--- config.mk ---
export PLATFORM = sky130hd
export DESIGN_NAME = display_bcd_scheduler_flat
export DESIGN_NICKNAME = d
export VERILOG_FILES = /design/src/rtl/display_bcd_scheduler_if.sv /design/src/rtl/display_bcd_scheduler.sv /design/src/flat_wrapper.sv
export SDC_FILE = /design/constraint.sdc
export NUM_CORES = 1
export LEC_CHECK = 0
export ABC_CLOCK_PERIOD_IN_PS = 4000
export CORE_ASPECT_RATIO = 1.25
export CORE_MARGIN = 8
export CORE_UTILIZATION = 40
export DETAILED_ROUTE_END_ITERATION = 16
export PLACE_DENSITY_LB_ADDON = 0.15
export SYNTH_ARGS = -nofsm -noshare
export SYNTH_HDL_FRONTEND = slang
export SYNTH_SLANG_ARGS = --single-unit
--- constraint.sdc ---
create_clock -name clock -period 4 [get_ports clock]
set_clock_uncertainty 0.15 [all_clocks]
set_input_delay 0.4 -clock clock [delete_from_list [all_inputs] [get_ports clock]]
set_output_delay 0.4 -clock clock [all_outputs]
set_load 0.005 [all_outputs]
--- src/rtl/display_bcd_scheduler_if.sv ---
// Request strobes, operands and display outputs of the shared BCD display scheduler.
// The master side drives requests; the slave side is the scheduler.
interface display_bcd_scheduler_if;
  logic        out;
  logic        in;
  logic [31:0] dados;
  logic [31:0] entrada;
  logic [31:0] endereco;
  logic [31:0] saida;
  logic [31:0] segmentos;
  logic [31:0] segmentosPrograma;
  logic        neg;
  logic        busy;
  logic        done;

  modport master (
    output out, in, dados, entrada, endereco,
    input  saida, segmentos, segmentosPrograma, neg, busy, done
  );

  modport slave (
    input  out, in, dados, entrada, endereco,
    output saida, segmentos, segmentosPrograma, neg, busy, done
  );
endinterface

--- src/rtl/display_bcd_scheduler.sv ---
// Time-shared iterative double-dabble converter feeding the data and program-address
// 7-segment displays; fixed priority out > in > pc with merged pending requests.
module display_bcd_scheduler #(
  parameter int unsigned DIGITS   = 8,
  parameter int unsigned MAG_BITS = 31,
  parameter bit          PC_AUTO  = 1'b1
) (
  input logic                     clock,
  input logic                     resetn,
  display_bcd_scheduler_if.slave  bus
);

  localparam int unsigned BCD_W = 4 * DIGITS;
  localparam int unsigned CNT_W = (MAG_BITS > 1) ? $clog2(MAG_BITS) : 1;
  localparam logic [CNT_W-1:0] CNT_LAST = CNT_W'(MAG_BITS - 1);

  typedef enum logic [1:0] {IDLE, LOAD, SHIFT, COMMIT} state_t;
  typedef enum logic [1:0] {SRC_OUT, SRC_IN, SRC_PC} src_t;

  state_t state, state_n;
  src_t   src;

  logic              pend_out, pend_in, pend_pc;
  logic [31:0]       hold_out, hold_in, hold_pc, pc_ref;
  logic [BCD_W-1:0]  bcd;
  logic [MAG_BITS-1:0] mag;
  logic              sgn;
  logic [CNT_W-1:0]  cnt;
  logic [31:0]       raw;

  logic [31:0]       saida_q, seg_q, segp_q;
  logic              neg_q, busy_q, done_q;
  logic              busy_n, done_n;

  logic              grant_out_c, grant_in_c, grant_pc_c, grant_any_c;
  logic              pc_req_c;
  logic [MAG_BITS-1:0] load_mag_c;
  logic              load_sgn_c;
  logic [31:0]       load_raw_c;
  src_t              load_src_c;
  logic [BCD_W-1:0]  bcd_adj_c;

  // Fixed-priority grant, only evaluated while idle.
  always_comb begin
    grant_out_c = (state == IDLE) && pend_out;
    grant_in_c  = (state == IDLE) && !pend_out && pend_in;
    grant_pc_c  = (state == IDLE) && !pend_out && !pend_in && pend_pc;
    grant_any_c = grant_out_c || grant_in_c || grant_pc_c;
    pc_req_c    = PC_AUTO && (bus.endereco != pc_ref);
  end

  // Operand selection for the granted source; OUT operands are signed.
  always_comb begin
    load_src_c = SRC_PC;
    load_sgn_c = 1'b0;
    load_raw_c = hold_pc;
    load_mag_c = MAG_BITS'(hold_pc);
    if (pend_out) begin
      load_src_c = SRC_OUT;
      load_sgn_c = hold_out[31];
      load_raw_c = hold_out;
      load_mag_c = MAG_BITS'(hold_out[31] ? (~hold_out + 32'd1) : hold_out);
    end else if (pend_in) begin
      load_src_c = SRC_IN;
      load_raw_c = hold_in;
      load_mag_c = MAG_BITS'(hold_in);
    end
  end

  // Add-3 correction of every BCD nibble that is 5 or more.
  always_comb begin
    bcd_adj_c = bcd;
    for (int i = 0; i < int'(DIGITS); i++) begin
      if (bcd[4*i +: 4] >= 4'd5) bcd_adj_c[4*i +: 4] = bcd[4*i +: 4] + 4'd3;
    end
  end

  // Next state and registered status outputs.
  always_comb begin
    state_n = state;
    done_n  = 1'b0;
    case (state)
      IDLE:        if (grant_any_c) state_n = LOAD;
      LOAD, SHIFT: state_n = (cnt == CNT_LAST) ? COMMIT : SHIFT;
      COMMIT: begin
        state_n = IDLE;
        done_n  = 1'b1;
      end
      default:     state_n = IDLE;
    endcase
    busy_n = (state_n != IDLE);
  end

  always_ff @(posedge clock or negedge resetn) begin
    if (!resetn) begin
      state  <= IDLE;
      busy_q <= 1'b0;
      done_q <= 1'b0;
    end else begin
      state  <= state_n;
      busy_q <= busy_n;
      done_q <= done_n;
    end
  end

  // Request capture: a new strobe beats a same-edge grant and the newest operand wins.
  always_ff @(posedge clock or negedge resetn) begin
    if (!resetn) begin
      pend_out <= 1'b0;
      pend_in  <= 1'b0;
      pend_pc  <= 1'b0;
      hold_out <= '0;
      hold_in  <= '0;
      hold_pc  <= '0;
    end else begin
      pend_out <= bus.out  | (pend_out & ~grant_out_c);
      pend_in  <= bus.in   | (pend_in  & ~grant_in_c);
      pend_pc  <= pc_req_c | (pend_pc  & ~grant_pc_c);
      if (bus.out) hold_out <= bus.dados;
      if (bus.in)  hold_in  <= bus.entrada;
      if (pc_req_c) hold_pc <= bus.endereco;
    end
  end

  // Conversion datapath and atomic display commit. The grant edge loads the
  // operand, so the LOAD cycle already performs the first shift.
  always_ff @(posedge clock or negedge resetn) begin
    if (!resetn) begin
      src     <= SRC_OUT;
      bcd     <= '0;
      mag     <= '0;
      sgn     <= 1'b0;
      cnt     <= '0;
      raw     <= '0;
      pc_ref  <= '0;
      saida_q <= '0;
      seg_q   <= '0;
      segp_q  <= '0;
      neg_q   <= 1'b0;
    end else begin
      case (state)
        IDLE: begin
          if (grant_any_c) begin
            src <= load_src_c;
            bcd <= '0;
            mag <= load_mag_c;
            sgn <= load_sgn_c;
            raw <= load_raw_c;
            cnt <= '0;
          end
        end
        LOAD, SHIFT: begin
          bcd <= {bcd_adj_c[BCD_W-2:0], mag[MAG_BITS-1]};
          mag <= {mag[MAG_BITS-2:0], 1'b0};
          cnt <= cnt + CNT_W'(1);
        end
        COMMIT: begin
          if (src == SRC_PC) begin
            segp_q <= 32'(bcd);
            pc_ref <= hold_pc;
          end else begin
            seg_q   <= 32'(bcd);
            saida_q <= raw;
            neg_q   <= sgn;
          end
        end
        default: ;
      endcase
    end
  end

  assign bus.saida             = saida_q;
  assign bus.segmentos         = seg_q;
  assign bus.segmentosPrograma = segp_q;
  assign bus.neg               = neg_q;
  assign bus.busy              = busy_q;
  assign bus.done              = done_q;

endmodule

--- src/flat_wrapper.sv ---
// flat-port wrapper written by rule: the top's interface ports become plain ports
module display_bcd_scheduler_flat 
#(
  parameter int unsigned DIGITS   = 8,
  parameter int unsigned MAG_BITS = 31,
  parameter bit          PC_AUTO  = 1'b1
)
  (clock, resetn, bus_out, bus_in, bus_dados, bus_entrada, bus_endereco, bus_saida, bus_segmentos, bus_segmentosPrograma, bus_neg, bus_busy, bus_done);
  display_bcd_scheduler_if bus_i ();
  input logic clock;
  input logic resetn;
  input wire logic [$bits(bus_i.out)-1:0] bus_out;
  input wire logic [$bits(bus_i.in)-1:0] bus_in;
  input wire logic [$bits(bus_i.dados)-1:0] bus_dados;
  input wire logic [$bits(bus_i.entrada)-1:0] bus_entrada;
  input wire logic [$bits(bus_i.endereco)-1:0] bus_endereco;
  output wire logic [$bits(bus_i.saida)-1:0] bus_saida;
  output wire logic [$bits(bus_i.segmentos)-1:0] bus_segmentos;
  output wire logic [$bits(bus_i.segmentosPrograma)-1:0] bus_segmentosPrograma;
  output wire logic [$bits(bus_i.neg)-1:0] bus_neg;
  output wire logic [$bits(bus_i.busy)-1:0] bus_busy;
  output wire logic [$bits(bus_i.done)-1:0] bus_done;
  assign bus_i.out = bus_out;
  assign bus_i.in = bus_in;
  assign bus_i.dados = bus_dados;
  assign bus_i.entrada = bus_entrada;
  assign bus_i.endereco = bus_endereco;
  assign bus_saida = bus_i.saida;
  assign bus_segmentos = bus_i.segmentos;
  assign bus_segmentosPrograma = bus_i.segmentosPrograma;
  assign bus_neg = bus_i.neg;
  assign bus_busy = bus_i.busy;
  assign bus_done = bus_i.done;
  display_bcd_scheduler #(.DIGITS(DIGITS), .MAG_BITS(MAG_BITS), .PC_AUTO(PC_AUTO)) u_core (.clock(clock), .resetn(resetn), .bus(bus_i));
endmodule
==> results.json <==
{
  "status": "completed",
  "power.leakage_nw": 8.373,
  "r2r_start": "u_core.state[0]$_DFF_PN0_",
  "synth_warnings": 0,
  "post_cts_buffers": 0,
  "wirelength_um": 42780,
  "clockBufferDepth": 3,
  "synth_area_per_cell_um2": 11.34,
  "vias_per_cell": 5.474,
  "ctsResizeCount": 0,
  "cts_tree": "built",
  "num_rows": 80,
  "core-area_um2": 38040,
  "overflow": 0,
  "pin_count": 199,
  "period_needed_ns": 3.019,
  "slew_viol_final": 0,
  "power_mw": 9.149,
  "die_y_um": 234.9,
  "grt_max_degree": 84,
  "drive_gt1_share_pct": 19.00,
  "antennaDiodeCount": 0,
  "synth_seq_cells": 335,
  "drc": 0,
  "rsz0062_at_grt": "false",
  "first_pass_iters": 5,
  "finalCritPeriodShare_pct": 75.48,
  "vias": 11220,
  "nets": 1656,
  "cp_max_fo": 25,
  "r2r_slack_ns": 0.98,
  "slew_headroom_pct": 35.14,
  "path_clk_slew_ns": 0.06,
  "hpwlAfterDp_um": 30510,
  "num-fill-cells": 3499,
  "startpoint_type": "flip-flop",
  "syn_nets": 1475,
  "grt_pass1_vias": 11780,
  "worst_pin_slew_ns": 0.9671,
  "ir_drop_uv": 364.3,
  "min_path_type": "in2async",
  "dp.cells": 1985,
  "synth_cell_types": 65,
  "root_buffer": "clkbuf_16",
  "start_util_pct": 40.32,
  "drt-initial-drc-count": 652,
  "synth_area_um2": 15330,
  "crit_arrival_ns": 3.31,
  "multi_input_area_um2": 6563,
  "grtUsageTotal_pct": 19.02,
  "critPathKind": "reg2reg",
  "r2r_end": "u_core.bcd[3]$_DFFE_PN0P_",
  "routedWlPerCell_um": 20.87,
  "finalSetupViolCount": 0,
  "yosys_most_used_dff": "dfrtp_1",
  "fmax_mhz": 331.2,
  "cp-end-kind": "flip-flop",
  "numCtsBuffers": 37,
  "ys_seq_area_share_pct": 54.67,
  "power.density_nw_per_um2": 477.5,
  "cts-hold-fix-buffers": 1,
  "grt_pass1_wl_um": 67940,
  "syn_inst": 1352,
  "finalSetupTns_ns": 0,
  "ant_nets": 0,
  "async_reset_ff_share_pct": 100.0,
  "worstPathRequired_ns": 4.29,
  "numClockSinks": 335,
  "antenna_found_initial": 0,
  "worstRegToRegCells": 7,
  "htreeDepth": 2,
  "die_width_um": 191.1,
  "clock_latency_ns": 0.54,
  "die-area_um2": 44900,
  "register_area_um2": 8384,
  "timing.max_cap.violations": 0,
  "area_growth_pct": 24.93,
  "final_cells": 2050,
  "hold_viol": 0,
  "routabilityCongestion": 0.8831,
  "port_buffers": 198,
  "synth_edf_count": 0
}
placed cells by master (no fill, tap or decap), drive strengths merged, types with 5 or more instances in the layout:
cell type,n
dfrtp,335
mux2,196
clkdlybuf4s50,196
nand2,123
o21ai,113
nor2,64
clkbuf,53
xor2,47
a21oi,42
o31ai,34
inv,32
buf,28
nor3,24
a211oi,24
ha,23
nor2b,21
o22ai,17
mux2i,14
nand2b,14
nand3,14
xnor2,12
nor3b,11
a31oi,10
nor4,10
nand4,9
or3,9
o221ai,7
or4,7
clkinv,7
o41ai,6
a221oi,6
o211ai,5
and3,5
per-layer routing:
metal / part of all wire (%) / vias up / routed length (µm) / global-route usage, %
met3: 5.4 / 99 / 2290 / 3.438
met2: 50 / 327 / 21580 / 32.92
met4: 3.4 / 0 / 1458 / 7.265
met5: 0 / - / 0 / 0
met1: 41 / 5607 / 17450 / 23.08
li1: - / 5188 / - / -
metrics by stage:
| step | hold WS, ns | utilization [%] | instance area, µm² | setup slack [ns] |
|---|---|---|---|---|
| global route | 0.3228 | 50.37 | 19160 | 0.8346 |
| global placement | 0.2991 | 47.05 | 17900 | 1.005 |
| finish | 0.3019 | 50.37 | 19160 | 0.9808 |
| detailed placement | 0.2971 | 47.05 | 17900 | 1.041 |
| floorplan | -0.04559 | - | 15330 | 1.629 |
| CTS | 0.3013 | 50.37 | 19160 | 1.010 |
cells by family (layout without fill, tap and decap cells):
logic type / after synthesis / after routing / share of synthesized area (%)
AOI/OAI and AO/OA: 288 / 288 / 11.73
xor gates and xnor gates: 59 / 59 / 3.370
adders and majority gates: 23 / 23 / 1.877
buffers and inverters: 115 / 321 / 2.872
DFF: 335 / 335 / 54.67
muxes: 210 / 210 / 15.31
and+or+nand+nor: 322 / 322 / 10.17
critical path, stage by stage (launching register included):
cell      delay, ns
dfrtp_1        0.37
inv_1          0.07
ha_1           0.83
inv_1          0.21
a21boi_4       0.58
buf_4          0.41
a31oi_1        0.13
o21ai_0        0.16
worst max-delay path by stage:
stage | start | end | slack (ns) | cells past startpoint
after CTS | u_core.state[0]$_DFF_PN0_ | u_core.bcd[3]$_DFFE_PN0P_ | 1.01 | 7
after global placement | bus_endereco[23] | u_core.hold_pc[25]$_DFFE_PN0P_ | 1.00 | 7
after global routing | u_core.state[0]$_DFF_PN0_ | u_core.bcd[19]$_DFFE_PN0P_ | 0.83 | 7
final | u_core.state[0]$_DFF_PN0_ | u_core.bcd[3]$_DFFE_PN0P_ | 0.98 | 7
after floorplan | u_core.state[0]$_DFF_PN0_ | u_core.bcd[13]$_DFFE_PN0P_ | 1.63 | 8
after detailed placement | bus_endereco[23] | u_core.hold_pc[1]$_DFFE_PN0P_ | 1.04 | 7
synthesized netlist by cell type (14+ instances only):
library cell / count / share of area, %
a211oi_1: 24 / 1.2
a21oi_1: 42 / 1.4
clkbuf_1: 66 / 1.6
dfrtp_1: 335 / 55
ha_1: 23 / 1.9
inv_1: 31 / 0.76
mux2_2: 196 / 14
mux2i_1: 14 / 0.91
nand2_1: 123 / 3.0
nand2b_1: 14 / 0.57
nand3_1: 14 / 0.46
nor2_1: 64 / 1.6
nor2b_1: 21 / 0.86
nor3_1: 24 / 0.78
o21ai_0: 108 / 3.5
o22ai_1: 17 / 0.69
o31ai_1: 34 / 1.7
xor2_1: 47 / 2.7
report_power, final:
group | total [mW] | switching, mW | internal, mW
clock | 3.53 | 1.38 | 2.15
sequential | 4.13 | 0.329 | 3.80
combinational | 1.49 | 0.652 | 0.839
state kept, by name, indices dropped and copies added, names as in the netlist:
signal                        cells
u_core.hold_in                   32
u_core.bcd                       32
u_core.state                      2
u_core.cnt                        5
u_core.bus.segmentos             32
u_core.bus.saida                 32
u_core.mag                       31
u_core.bus.done                   1
u_core.sgn                        1
u_core.hold_pc                   32
u_core.pend_in                    1
u_core.pend_pc                    1
u_core.pc_ref                    32
u_core.hold_out                  32
u_core.src                        2
u_core.pend_out                   1
u_core.bus.segmentosPrograma     32
u_core.raw                       32
u_core.bus.neg                    1
u_core.bus.busy                   1
layout make-up:
| type | count | share of cell area [%] |
|---|---|---|
| clock buffer | 53 | 5.682 |
| tap | 492 | 3.213 |
| clock inverter | 11 | 0.8490 |
| inverter | 32 | 0.6270 |
| sequential | 335 | 43.76 |
| timing repair buffer | 225 | 11.61 |
| multi-input combinational | 902 | 34.25 |
(Power assumes the default switching activity.)
